`src/rtl/vga_pkg.sv`:
```
// VGA 1024x768@60 timing constants shared by the display chain.
package vga_pkg;

  localparam int CW = 11;

  localparam int VGA_H_VISIBLE = 1024;
  localparam int VGA_H_FP      = 24;
  localparam int VGA_H_SYNC    = 136;
  localparam int VGA_H_BP      = 160;
  localparam int VGA_H_TOTAL   = VGA_H_VISIBLE + VGA_H_FP
                               + VGA_H_SYNC + VGA_H_BP;

  localparam int VGA_V_VISIBLE = 768;
  localparam int VGA_V_FP      = 3;
  localparam int VGA_V_SYNC    = 6;
  localparam int VGA_V_BP      = 29;
  localparam int VGA_V_TOTAL   = VGA_V_VISIBLE + VGA_V_FP
                               + VGA_V_SYNC + VGA_V_BP;

  localparam logic VGA_SYNC_ACTIVE = 1'b1;

endpackage

```
`src/rtl/vga_timing_gen.sv`:
```
// Source of the VGA pixel stream: counters plus registered,
// count-aligned sync/blank flags and a frame-start pulse.
module vga_timing_gen
  import vga_pkg::*;
#(
  parameter int   H_VISIBLE   = VGA_H_VISIBLE,
  parameter int   H_FP        = VGA_H_FP,
  parameter int   H_SYNC      = VGA_H_SYNC,
  parameter int   H_BP        = VGA_H_BP,
  parameter int   V_VISIBLE   = VGA_V_VISIBLE,
  parameter int   V_FP        = VGA_V_FP,
  parameter int   V_SYNC      = VGA_V_SYNC,
  parameter int   V_BP        = VGA_V_BP,
  parameter logic SYNC_ACTIVE = VGA_SYNC_ACTIVE
) (
  input  logic          pclk,
  input  logic          rst_n,
  input  logic          en,
  output logic [CW-1:0] hcount_out,
  output logic [CW-1:0] vcount_out,
  output logic          hsync_out,
  output logic          vsync_out,
  output logic          hblnk_out,
  output logic          vblnk_out,
  output logic          frame_start
);

  localparam int H_TOTAL = H_VISIBLE + H_FP + H_SYNC + H_BP;
  localparam int V_TOTAL = V_VISIBLE + V_FP + V_SYNC + V_BP;

  localparam logic [CW-1:0] H_LAST = CW'(H_TOTAL - 1);
  localparam logic [CW-1:0] H_BLK  = CW'(H_VISIBLE);
  localparam logic [CW-1:0] H_SS   = CW'(H_VISIBLE + H_FP);
  localparam logic [CW-1:0] H_SE   = CW'(H_VISIBLE + H_FP + H_SYNC - 1);

  localparam logic [CW-1:0] V_LAST = CW'(V_TOTAL - 1);
  localparam logic [CW-1:0] V_BLK  = CW'(V_VISIBLE);
  localparam logic [CW-1:0] V_SS   = CW'(V_VISIBLE + V_FP);
  localparam logic [CW-1:0] V_SE   = CW'(V_VISIBLE + V_FP + V_SYNC - 1);

  logic [CW-1:0] h_nxt;
  logic [CW-1:0] v_nxt;
  logic          hs_nxt;
  logic          vs_nxt;
  logic          hb_nxt;
  logic          vb_nxt;
  logic          fs_nxt;

  // Flags decode the next counts so they land on the same edge.
  always_comb begin
    h_nxt = hcount_out + CW'(1);
    v_nxt = vcount_out;
    if (hcount_out == H_LAST) begin
      h_nxt = '0;
      if (vcount_out == V_LAST) v_nxt = '0;
      else                      v_nxt = vcount_out + CW'(1);
    end
    hb_nxt = (h_nxt >= H_BLK);
    vb_nxt = (v_nxt >= V_BLK);
    hs_nxt = ((h_nxt >= H_SS) && (h_nxt <= H_SE)) ?
             SYNC_ACTIVE : ~SYNC_ACTIVE;
    vs_nxt = ((v_nxt >= V_SS) && (v_nxt <= V_SE)) ?
             SYNC_ACTIVE : ~SYNC_ACTIVE;
    fs_nxt = (h_nxt == '0) && (v_nxt == '0);
  end

  always_ff @(posedge pclk) begin
    if (!rst_n) begin
      hcount_out  <= '0;
      vcount_out  <= '0;
      hsync_out   <= ~SYNC_ACTIVE;
      vsync_out   <= ~SYNC_ACTIVE;
      hblnk_out   <= 1'b0;
      vblnk_out   <= 1'b0;
      frame_start <= 1'b0;
    end else if (en) begin
      hcount_out  <= h_nxt;
      vcount_out  <= v_nxt;
      hsync_out   <= hs_nxt;
      vsync_out   <= vs_nxt;
      hblnk_out   <= hb_nxt;
      vblnk_out   <= vb_nxt;
      frame_start <= fs_nxt;
    end else begin
      frame_start <= 1'b0;
    end
  end

endmodule

```
`config.mk`:
```
export PLATFORM = sky130hd
export DESIGN_NAME = vga_timing_gen
export DESIGN_NICKNAME = d
export VERILOG_FILES = /design/src/rtl/vga_pkg.sv /design/src/rtl/vga_timing_gen.sv
export SDC_FILE = /design/constraint.sdc
export NUM_CORES = 1
export LEC_CHECK = 0
export ABC_AREA = 1
export CAP_MARGIN = 20
export CORE_ASPECT_RATIO = 1.1
export CORE_UTILIZATION = 48
export CTS_CLUSTER_SIZE = 25
export DETAILED_ROUTE_END_ITERATION = 10
export PLACE_DENSITY = 0.79
export SYNTH_ARGS = -nofsm -noshare
export SYNTH_HDL_FRONTEND = slang
export SYNTH_SLANG_ARGS = --single-unit
```
`constraint.sdc`:
```
create_clock -name pclk -period 1.91 [get_ports pclk]
set_clock_uncertainty 0.2 [all_clocks]
set_input_delay 0.2865 -clock pclk [delete_from_list [all_inputs] [get_ports pclk]]
set_output_delay 0.2865 -clock pclk [all_outputs]
set_load 0.005 [all_outputs]
```
=== Yosys cells after proc, flatten, opt, wreduce, memory -nomap -nowiden ===
Index checks and enable logic that the tools add are counted.
W data, S select, Z words.

* Register bits: 27
* Input bits: 3

* Muxes and demuxes: 5
* Order comparisons: 6
* Reduce and logical (&&, ||, !) cells: 6
* Equality and inequality tests: 2
* Add/sub/neg operators: 2

{| class="wikitable"
|+ Operators by type and width
! kind !! count
|-
| $mux W11 || 3
|-
| $add A11 B1 Y11 const B || 2
|-
| $ge A11 B10 Y1 const B || 2
|-
| $ge A11 B11 Y1 const B || 2
|-
| $logic_not A11 Y1 || 2
|-
| $eq A11 B10 Y1 const B || 1
|-
| $eq A11 B11 Y1 const B || 1
|-
| $le A11 B10 Y1 const B || 1
|-
| $le A11 B11 Y1 const B || 1
|-
| $logic_and A1 B1 Y1 || 3
|-
| $mux W1 || 2
|-
| $reduce_and A2 Y1 || 1
|}

=== Logic depth before layout (Yosys ltp) ===
Gate-level depths: netlist of the first run.

* Depth after elaboration: 6
* Depth in mapped cells: 13

=== Least setup slack after synthesis of the first run ===
Ideal clock, no wire load.

* Path kind: register to register
* Start point: register hcount_out[1]
* End point: register hsync_out
* Required time: 1578 ps
* Setup time: 132 ps
* Path buffers: 1
* Arrival time: 1592 ps
* Setup slack: -15 ps
* Cell stages (with the launch flop): 12
* Cell sequence: dfxtp_1 > ha_1 > nand3_1 > nor2_4 > nand2_4 > buf_6 > nand3_1 > nand3_1 > nor2_1 > nor2_1 > nand3_1 > a21oi_1

* Longest elaborated chain between the ends: 5

{| class="wikitable"
|+ Ends and longest elaborated chain
! element !! line !! source
|-
| start, declared || vga_timing_gen.sv:19 || <nowiki>output logic [CW-1:0] hcount_out,</nowiki>
|-
| start signal, assigned || vga_timing_gen.sv:77 || <nowiki>hcount_out <= h_nxt;</nowiki>
|-
| $add A11 B1 Y11 / $eq A11 B11 Y1 (equally long branches) || vga_timing_gen.sv:51, vga_timing_gen.sv:53 ||
|-
| $mux W11 (*) || vga_timing_gen.sv:53 || <nowiki>if (hcount_out == H_LAST) begin</nowiki>
|-
| $ge A11 B11 Y1 / $le A11 B11 Y1 (equally long branches) || vga_timing_gen.sv:60 || <nowiki>hs_nxt = ((h_nxt >= H_SS) && (h_nxt <= H_SE)) ?</nowiki>
|-
| $logic_and A1 B1 Y1 (*) || vga_timing_gen.sv:60 ||
|-
| $mux W1 (*) || vga_timing_gen.sv:60 ||
|-
| end signal, assigned || vga_timing_gen.sv:71 || <nowiki>hsync_out <= ~SYNC_ACTIVE;</nowiki>
|-
| end signal, assigned || vga_timing_gen.sv:79 || <nowiki>hsync_out <= hs_nxt;</nowiki>
|-
| end, declared || vga_timing_gen.sv:21 || <nowiki>output logic hsync_out,</nowiki>
|}

Every way passes the cells marked *; elsewhere a longest branch is shown, timed or not.
A chain may end at the register's enable or synchronous reset.

=== Final worst setup path of the first run ===
* Start point: register hcount_out[1]
* End point: register frame_start

* Longest elaborated chain between the ends: 4

{| class="wikitable"
|+ Ends and longest elaborated chain
! element !! line !! source
|-
| $add A11 B1 Y11 / $eq A11 B11 Y1 (equally long branches) || vga_timing_gen.sv:51, vga_timing_gen.sv:53 ||
|-
| $mux W11 || vga_timing_gen.sv:53 ||
|-
| $logic_not A11 Y1 || vga_timing_gen.sv:64 || <nowiki>fs_nxt = (h_nxt == '0) && (v_nxt == '0);</nowiki>
|-
| $logic_and A1 B1 Y1 (*) || vga_timing_gen.sv:64 ||
|-
| end signal, assigned || vga_timing_gen.sv:83 || <nowiki>frame_start <= fs_nxt;</nowiki>
|-
| end, declared || vga_timing_gen.sv:25 || <nowiki>output logic frame_start</nowiki>
|}

Marks and branches as above.

==> results of run 1 <==
==> sequential cells by signal (all words and copies together), names as in the netlist <==
name / flops
vcount_out: 11
frame_start: 1
hsync_out: 1
vblnk_out: 1
vsync_out: 1
hcount_out: 11
hblnk_out: 1
==> synth_stat cells, drive strengths merged <==
library cell	number
nand2	86
nor2	45
inv	42
dfxtp	27
nand3	27
a21oi	25
o21ai	22
clkbuf	8
nand4	6
nor3	5
ha	4
buf	3
o211ai	3
nand3b	2
xor2	2
a21o	1
and3	1
or2	1
==> report_power, final <==
part / internal (µW) / switching (µW)
Combinational: 159 / 172
Clock: 150 / 179
Sequential: 593 / 28.0
Total: 902 / 380
==> how the worst max path moves through the flow <==
stage	startpoint	slack [ns]	cells past startpoint	end
2_1_floorplan	hcount_out[1]	-0.00001	12	frame_start
3_3_place_gp	hcount_out[1]	-0.05	11	frame_start
3_5_place_dp	hcount_out[0]	-0.15	11	frame_start
4_1_cts	hcount_out[1]	0.0003	11	vsync_out
5_1_grt	hcount_out[1]	-0.14	12	vsync_out
6_report	hcount_out[1]	-0.009	12	frame_start
==> layout make-up <==
type / count / share of cell area (%)
well taps: 50 / 2.276
inverters: 42 / 5.735
clock buffers: 4 / 1.639
flip-flops and latches: 27 / 19.94
multi-input cells: 230 / 44.38
repair buffers: 84 / 26.04
==> routing by layer <==
layer	up-vias	global-route usage, %	share of wire, %
li1	1143	-	-
met1	1040	33.80	39
met2	70	54.17	53
met3	23	3.257	4.4
met4	0	15.00	3.7
met5	-	0	0
==> repair_timing <==
item                       in CTS  in global routing
resized for setup              12                 21
setup buffers                   3                  3
setup endpoints to repair       9                 12
pin swaps                       4                  5
==> critical path, delay by kind of cell (launching register included) <==
kind / cells / cell delay (ns)
adders and majority gates: 1 / 0.16
DFF: 1 / 0.37
AOI/OAI and AO/OA: 1 / 0.13
and+or+nand+nor: 9 / 0.85
buffers and inverters: 1 / 0.14
==> logic make-up (layout without fill, tap and decap cells) <==
| logic type | Yosys count | after routing | synth area share, % |
|---|---|---|---|
| xor+xnor | 2 | 2 | 0.9329 |
| fa+ha+maj | 4 | 4 | 2.665 |
| buf+inv | 53 | 130 | 11.53 |
| compound gates | 51 | 51 | 14.32 |
| simple gates | 173 | 173 | 41.77 |
| flops | 27 | 27 | 28.78 |
==> stage by stage <==
step | cell area, µm² | cells | util, % | hold slack (ns)
2_1_floorplan | 1886 | 310 | - | 0.2249
3_3_place_gp | 2547 | 427 | 69.16 | 0.2534
3_5_place_dp | 2547 | 427 | 69.16 | 0.2681
4_1_cts | 2668 | 434 | 72.42 | 0.2817
5_1_grt | 2749 | 437 | 74.63 | 0.3135
6_report | 2749 | 437 | 74.63 | 0.2788
==> summary.md, run 1 <==
| Metric | Value |
|---|---|
| Status | complete, but fails checks |
| Failing checks | negative setup slack |
| Crit Path Class | flop to flop |
| Starting density of the core | 50.99% |
| Share of the synthesized area in the top cell type | 28.78% |
| # port buffers | 29 |
| Static Leak | 0.001264 µW |
| RR Endpoint | frame_start |
| Hold/Removal Path Class | flop to flop |
| Hold path depth | 2 |
| Max-slew violations | 0 |
| Std cell rows | 23 |
| CTS tree | yes |
| PnR Total Power | 1282 µW |
| Die H | 67.61 µm |
| CTS H-tree depth | 1 |
| Clock buffer count from CTS | 3 |
| Chip Width | 61.64 µm |
| Total Wirelength | 5.738 mm |
| Crit-path max FO | 12 |
| Pre-CTS WS | -0.1513 ns |
| Vias in the first global route | 2146 |
| Worst Hold End | hblnk_out |
| Worst r2r path cells | 12 |
| Clock transition at path regs | 0.09 ns |
| Critical Path Max Stage Delay | 0.37 ns |
| Root Buffer | clkbuf_8 |
| Synth Cell Area | 1878 µm² |
| R2R Path Start | hcount_out[1] |
| Period minus WS final | 1.919 ns |
| Cell chain of the critical path | ha_4 -> nand2_2 -> nor2_4 -> nand2_2 -> nor2_4 -> buf_12 -> nor2_1 -> a21oi_2 -> nand2_1 -> nor3_2 -> nand3_1 -> nor2_1 |
| Wirelength per Cell | 13.13 µm |
| Final Net Count | 395 |
| CTS sink count | 27 |
| Largest area contributor in the netlist | dfxtp_1 |
| Origin of the worst min-delay path | hblnk_out |
| Synthesis-stage register bit count | 27 |
| Setup crit end kind | flop |
| Mapped Cells | 310 |
| Final setup fails | 2 |
| Cts hold-fix bufs | 0 |
| Post-DP HPWL | 4.261 mm |
| DRC violations left | 0 |
| Fin crit share | 100.5% |
| Drt via density | 5.208 |
| Top cells by area, synth | dfxtp_1 (29%), nand2_1 (16%), inv_1 (8.0%) |
| Slew headroom | 81.86% |
| Most frequent cells in the layout | nand2_1 (77), buf_4 (54), inv_1 (39) |
| Area growth, synth to finish | 46.37% |
| Crit path DAT | 1.94 ns |
| Seq/Total Area, Yosys | 28.78% |
| Drt pass-1 iters | 4 |
| Multi-input gate area | 1220 µm² |
| First-pass GRT wire length | 9.204 mm |
| CP Launch Type | flop |
| Register area | 548.0 µm² |
| Reg2Reg Setup Slack | -0.009 ns |
| I/O pin count | 30 |
| Syn avg cell area | 6.058 µm² |
| Core area | 3684 µm² |
| Filler Cell Count | 306 |
| GR Overflow Total | 0 |
| PD cells | 466.2 nW/µm² |
| Worst-skew pair later-pin latency | 0.28 ns |
| RSZ-0062 raised after global routing | true |
| Hold Vio Cnt, Final | 0 |
| Initial antenna violation count | 0 |
| Syn Nets | 317 |
| Ratio of cells with drive above 1 in the final layout | 27.39% |
| Commonest non-fill, non-tap cell in the layout | nand2_1 |
| Slowest CP cell | dfxtp_2 |
| Max VDD drop | 0.3845 mV |
| Largest net degree at the start of global routing | 16 |
| Setup TNS | -0.01810 ns |
| FMAX | 0.5211 GHz |
| Total track usage | 29.92% |
| RD Place Congestion | 0.9589 |
| Max-Cap Viols | 0 |
| DR vias | 2276 |
| Post-route ant nets | 0 |
| Slack of the critical path | -0.009148 ns |
| Synth cell types | 27 |
| Worst-margin pin slew | 0.2700 ns |
| Worst Path Required | 1.93 ns |
| Full die area | 4167 µm² |
| N_diodes | 0 |
| DRT iter0 DRCs | 141 |
| Yosys Warn Count | 0 |
| Clock buffer depth | 2 |
Power figures use the tool's default switching activity.
==> run 2, diff against run 1 <==
--- a/config.mk
+++ b/config.mk
@@ -7,11 +7,14 @@
 export LEC_CHECK = 0
 export ABC_AREA = 1
 export CAP_MARGIN = 20
+export CELL_PAD_IN_SITES_DETAIL_PLACEMENT = 0
+export CELL_PAD_IN_SITES_GLOBAL_PLACEMENT = 1
 export CORE_ASPECT_RATIO = 1.1
-export CORE_UTILIZATION = 48
+export CORE_MARGIN = 4
+export CORE_UTILIZATION = 33
 export CTS_CLUSTER_SIZE = 25
 export DETAILED_ROUTE_END_ITERATION = 10
-export PLACE_DENSITY = 0.79
+export PLACE_DENSITY = 0.78
 export SYNTH_ARGS = -nofsm -noshare
 export SYNTH_HDL_FRONTEND = slang
 export SYNTH_SLANG_ARGS = --single-unit
==> run 2 against run 1 <==
Net effect: the run now ends clean; first-iteration DRC count shrank 20%; hold slack lost 0.0057 ns; core utilization shrank 23 points; fmax grew 0.93%; critical path type unchanged; critical endpoint unchanged; largest power group unchanged.
==> summary.md, run 2 (same netlist as run 1, synthesis figures left out) <==
| Metric | Value |
|---|---|
| Status | finished, final reports clean |
| Slowest CP cell | dfxtp_2 |
| CTS H-tree depth | 1 (unchanged) |
| CP Launch Type | flop |
| Most frequent cells in the layout | nand2_1 (76), buf_4 (58), inv_1 (39) |
| I/O pin count | 30 (unchanged) |
| Fin crit share | 99.55% (-0.92 points) |
| Worst Path Required | 1.94 ns (about the same) |
| Drt pass-1 iters | 4 (unchanged) |
| Vias in the first global route | 2212 (+3.1%) |
| Final setup fails | 0 (-2) |
| Total track usage | 18.03% (-12 points) |
| Chip Width | 79.93 µm (+30%) |
| First-pass GRT wire length | 9.956 mm (+8.2%) |
| Crit path DAT | 1.93 ns (about the same) |
| DRC violations left | 0 (unchanged) |
| Hold path depth | 2 (unchanged) |
| RR Endpoint | frame_start |
| Worst-margin pin slew | 0.2277 ns (-0.04224 ns) |
| Crit-path max FO | 13 (+1) |
| Starting density of the core | 34.36% (-17 points) |
| Worst r2r path cells | 12 (unchanged) |
| Clock buffer depth | 2 (unchanged) |
| Final core area utilization | 52.01% (-23 points) |
| FMAX | 0.5259 GHz (+0.93%) |
| Drt via density | 4.681 (-10%) |
| CTS tree | yes |
| CTS sink count | 27 (unchanged) |
| Post-DP HPWL | 4.556 mm (+6.9%) |
| Pre-CTS WS | -0.08554 ns (+0.06581 ns) |
| Reg2Reg Setup Slack | 0.009 ns (+0.02 ns) |
| Cts hold-fix bufs | 0 (unchanged) |
| Sequential power share | 47.1% (-1.4 points) |
| Ratio of cells with drive above 1 in the final layout | 30.10% (+2.7 points) |
| Clock transition at path regs | 0.11 ns (+0.02 ns) |
| Slew headroom | 84.76% (+2.9 points) |
| Full die area | 6964 µm² (+67%) |
| DRT iter0 DRCs | 113 (-20%) |
| Crit Path Class | flop to flop |
| Root Buffer | clkbuf_8 |
| Area growth, synth to finish | 51.37% |
| Period minus WS final | 1.901 ns (-0.01766 ns) |
| GR Overflow Total | 0 (unchanged) |
| Combinational share of power | 25.8% (about the same) |
| Worst Hold End | hblnk_out |
| Sw frac | 30.93% (+1.3 points) |
| Hold Vio Cnt, Final | 0 (unchanged) |
| Origin of the worst min-delay path | hblnk_out |
| Std cell rows | 28 (+22%) |
| Static Leak | 0.001276 µW (+0.93%) |
| Commonest non-fill, non-tap cell in the layout | nand2_1 |
| Clock buffer count from CTS | 3 (unchanged) |
| Int Pwr | 910.4 µW (+0.95%) |
| Slack of the critical path | 0.008512 ns (+0.01766 ns) |
| Initial antenna violation count | 0 (unchanged) |
| Switching power | 407.8 µW (+7.4%) |
| N_diodes | 0 (unchanged) |
| Clk pwr share | 27.1% (+1.4 points) |
| Worst-skew pair later-pin latency | 0.28 ns (about the same) |
| Final Net Count | 400 (+1.3%) |
| R2R Path Start | hcount_out[0] |
| PD cells | 463.7 nW/µm² (-0.54%) |
| Max-slew violations | 0 (unchanged) |
| # port buffers | 29 (unchanged) |
| Die H | 87.12 µm (+29%) |
| Total Wirelength | 5.869 mm (+2.3%) |
| Setup crit end kind | flop |
| Core area | 5465 µm² (+48%) |
| Cell chain of the critical path | ha_4 -> nand2_2 -> nor2_4 -> nand2_2 -> nor2_4 -> buf_12 -> nor2_2 -> nor2_4 -> nand2_2 -> nor3_2 -> nand3_1 -> nor2_1 |
| Critical Path Max Stage Delay | 0.37 ns (about the same) |
| DR vias | 2186 (-4.0%) |
| Post-route ant nets | 0 (unchanged) |
| Wirelength per Cell | 12.57 µm (-4.3%) |
| Filler Cell Count | 573 (+87%) |
| Top Registers | hcount_out (11), vcount_out (11) |
| Max-Cap Viols | 0 (unchanged) |
| RSZ-0062 raised after global routing | true |
| Max VDD drop | 0.2536 mV (-34%) |
| Hold/Removal Path Class | flop to flop |
| RD Place Congestion | 0.9433 (-1.6%) |
| Largest net degree at the start of global routing | 17 (+1) |
| PnR Total Power | 1318 µW (+2.9%) |
run 2: changes by cell type in the layout (fill, tap and decap cells not counted), sizes merged:
cell	delta
buf	+5
clkbuf	-1
clkinvlp	+1
run 2: area by class of cell:
cell class / count / area [µm²] / area share, %
multi-input cells: 230 / 1231 / 43.31
clock buffers: 3 / 41.29 / 1.452
flip-flops and latches: 27 / 554.3 / 19.50
inverters: 42 / 157.7 / 5.546
clock inverters: 1 / 7.507 / 0.2641
well taps: 75 / 93.84 / 3.301
repair buffers: 89 / 757.0 / 26.63
run 2: per-stage QoR:
stage | hold WS [ns] | setup TNS [ns] | cell area [µm²] | std cells
after floorplan | 0.2249 | -0.00001199 | 1886 | 310
after global placement | 0.2565 | -0.05247 | 2659 | 461
after detailed placement | 0.2591 | -0.1291 | 2659 | 461
after CTS | 0.2755 | 0 | 2743 | 465
after global routing | 0.3019 | -0.3373 | 2843 | 467
final | 0.2731 | 0 | 2843 | 467
run 2: layer usage:
layer,GRT usage [%],vias up,wire (µm)
met2,31.93,41,2953
met4,6.298,0,114
met3,2.484,10,170
met1,22.15,983,2630
met5,0,-,0
li1,-,1152,-
run 2: worst max-delay path by stage:
stage	slack, ns	start	end	depth (start not counted)
4_1_cts	0.003	vcount_out[1]	vsync_out	11
3_3_place_gp	-0.02	hcount_out[1]	frame_start	10
2_1_floorplan	-0.00001	hcount_out[1]	frame_start	12
5_1_grt	-0.14	vcount_out[1]	frame_start	12
6_report	0.009	hcount_out[0]	frame_start	12
3_5_place_dp	-0.09	hcount_out[1]	frame_start	12
run 2: critical path, delay by kind of cell (launching register included):
| kind | cells | cell delay, ns |
|---|---|---|
| and+or+nand+nor | 10 | 1.00 |
| DFF | 1 | 0.37 |
| adders and majority gates | 1 | 0.15 |
| buffers and inverters | 1 | 0.14 |
run 2: power by group through the flow:
stage                     clock network (µW)  logic [µW]  registers [µW]
after global routing                     401         383             627
after global placement                     0         327             630
after CTS                                374         333             621
after floorplan                            0         149             637
final                                    357         340             621
after detailed placement                   0         328             631
run 2: what timing repair did:
| action | in CTS | in global routing |
|---|---|---|
| resized for setup | 11 | 28 |
| pin swaps | 3 | 8 |
| endpoints found under the setup margin | 4 | 11 |
| buffers inserted | 0 | 2 |
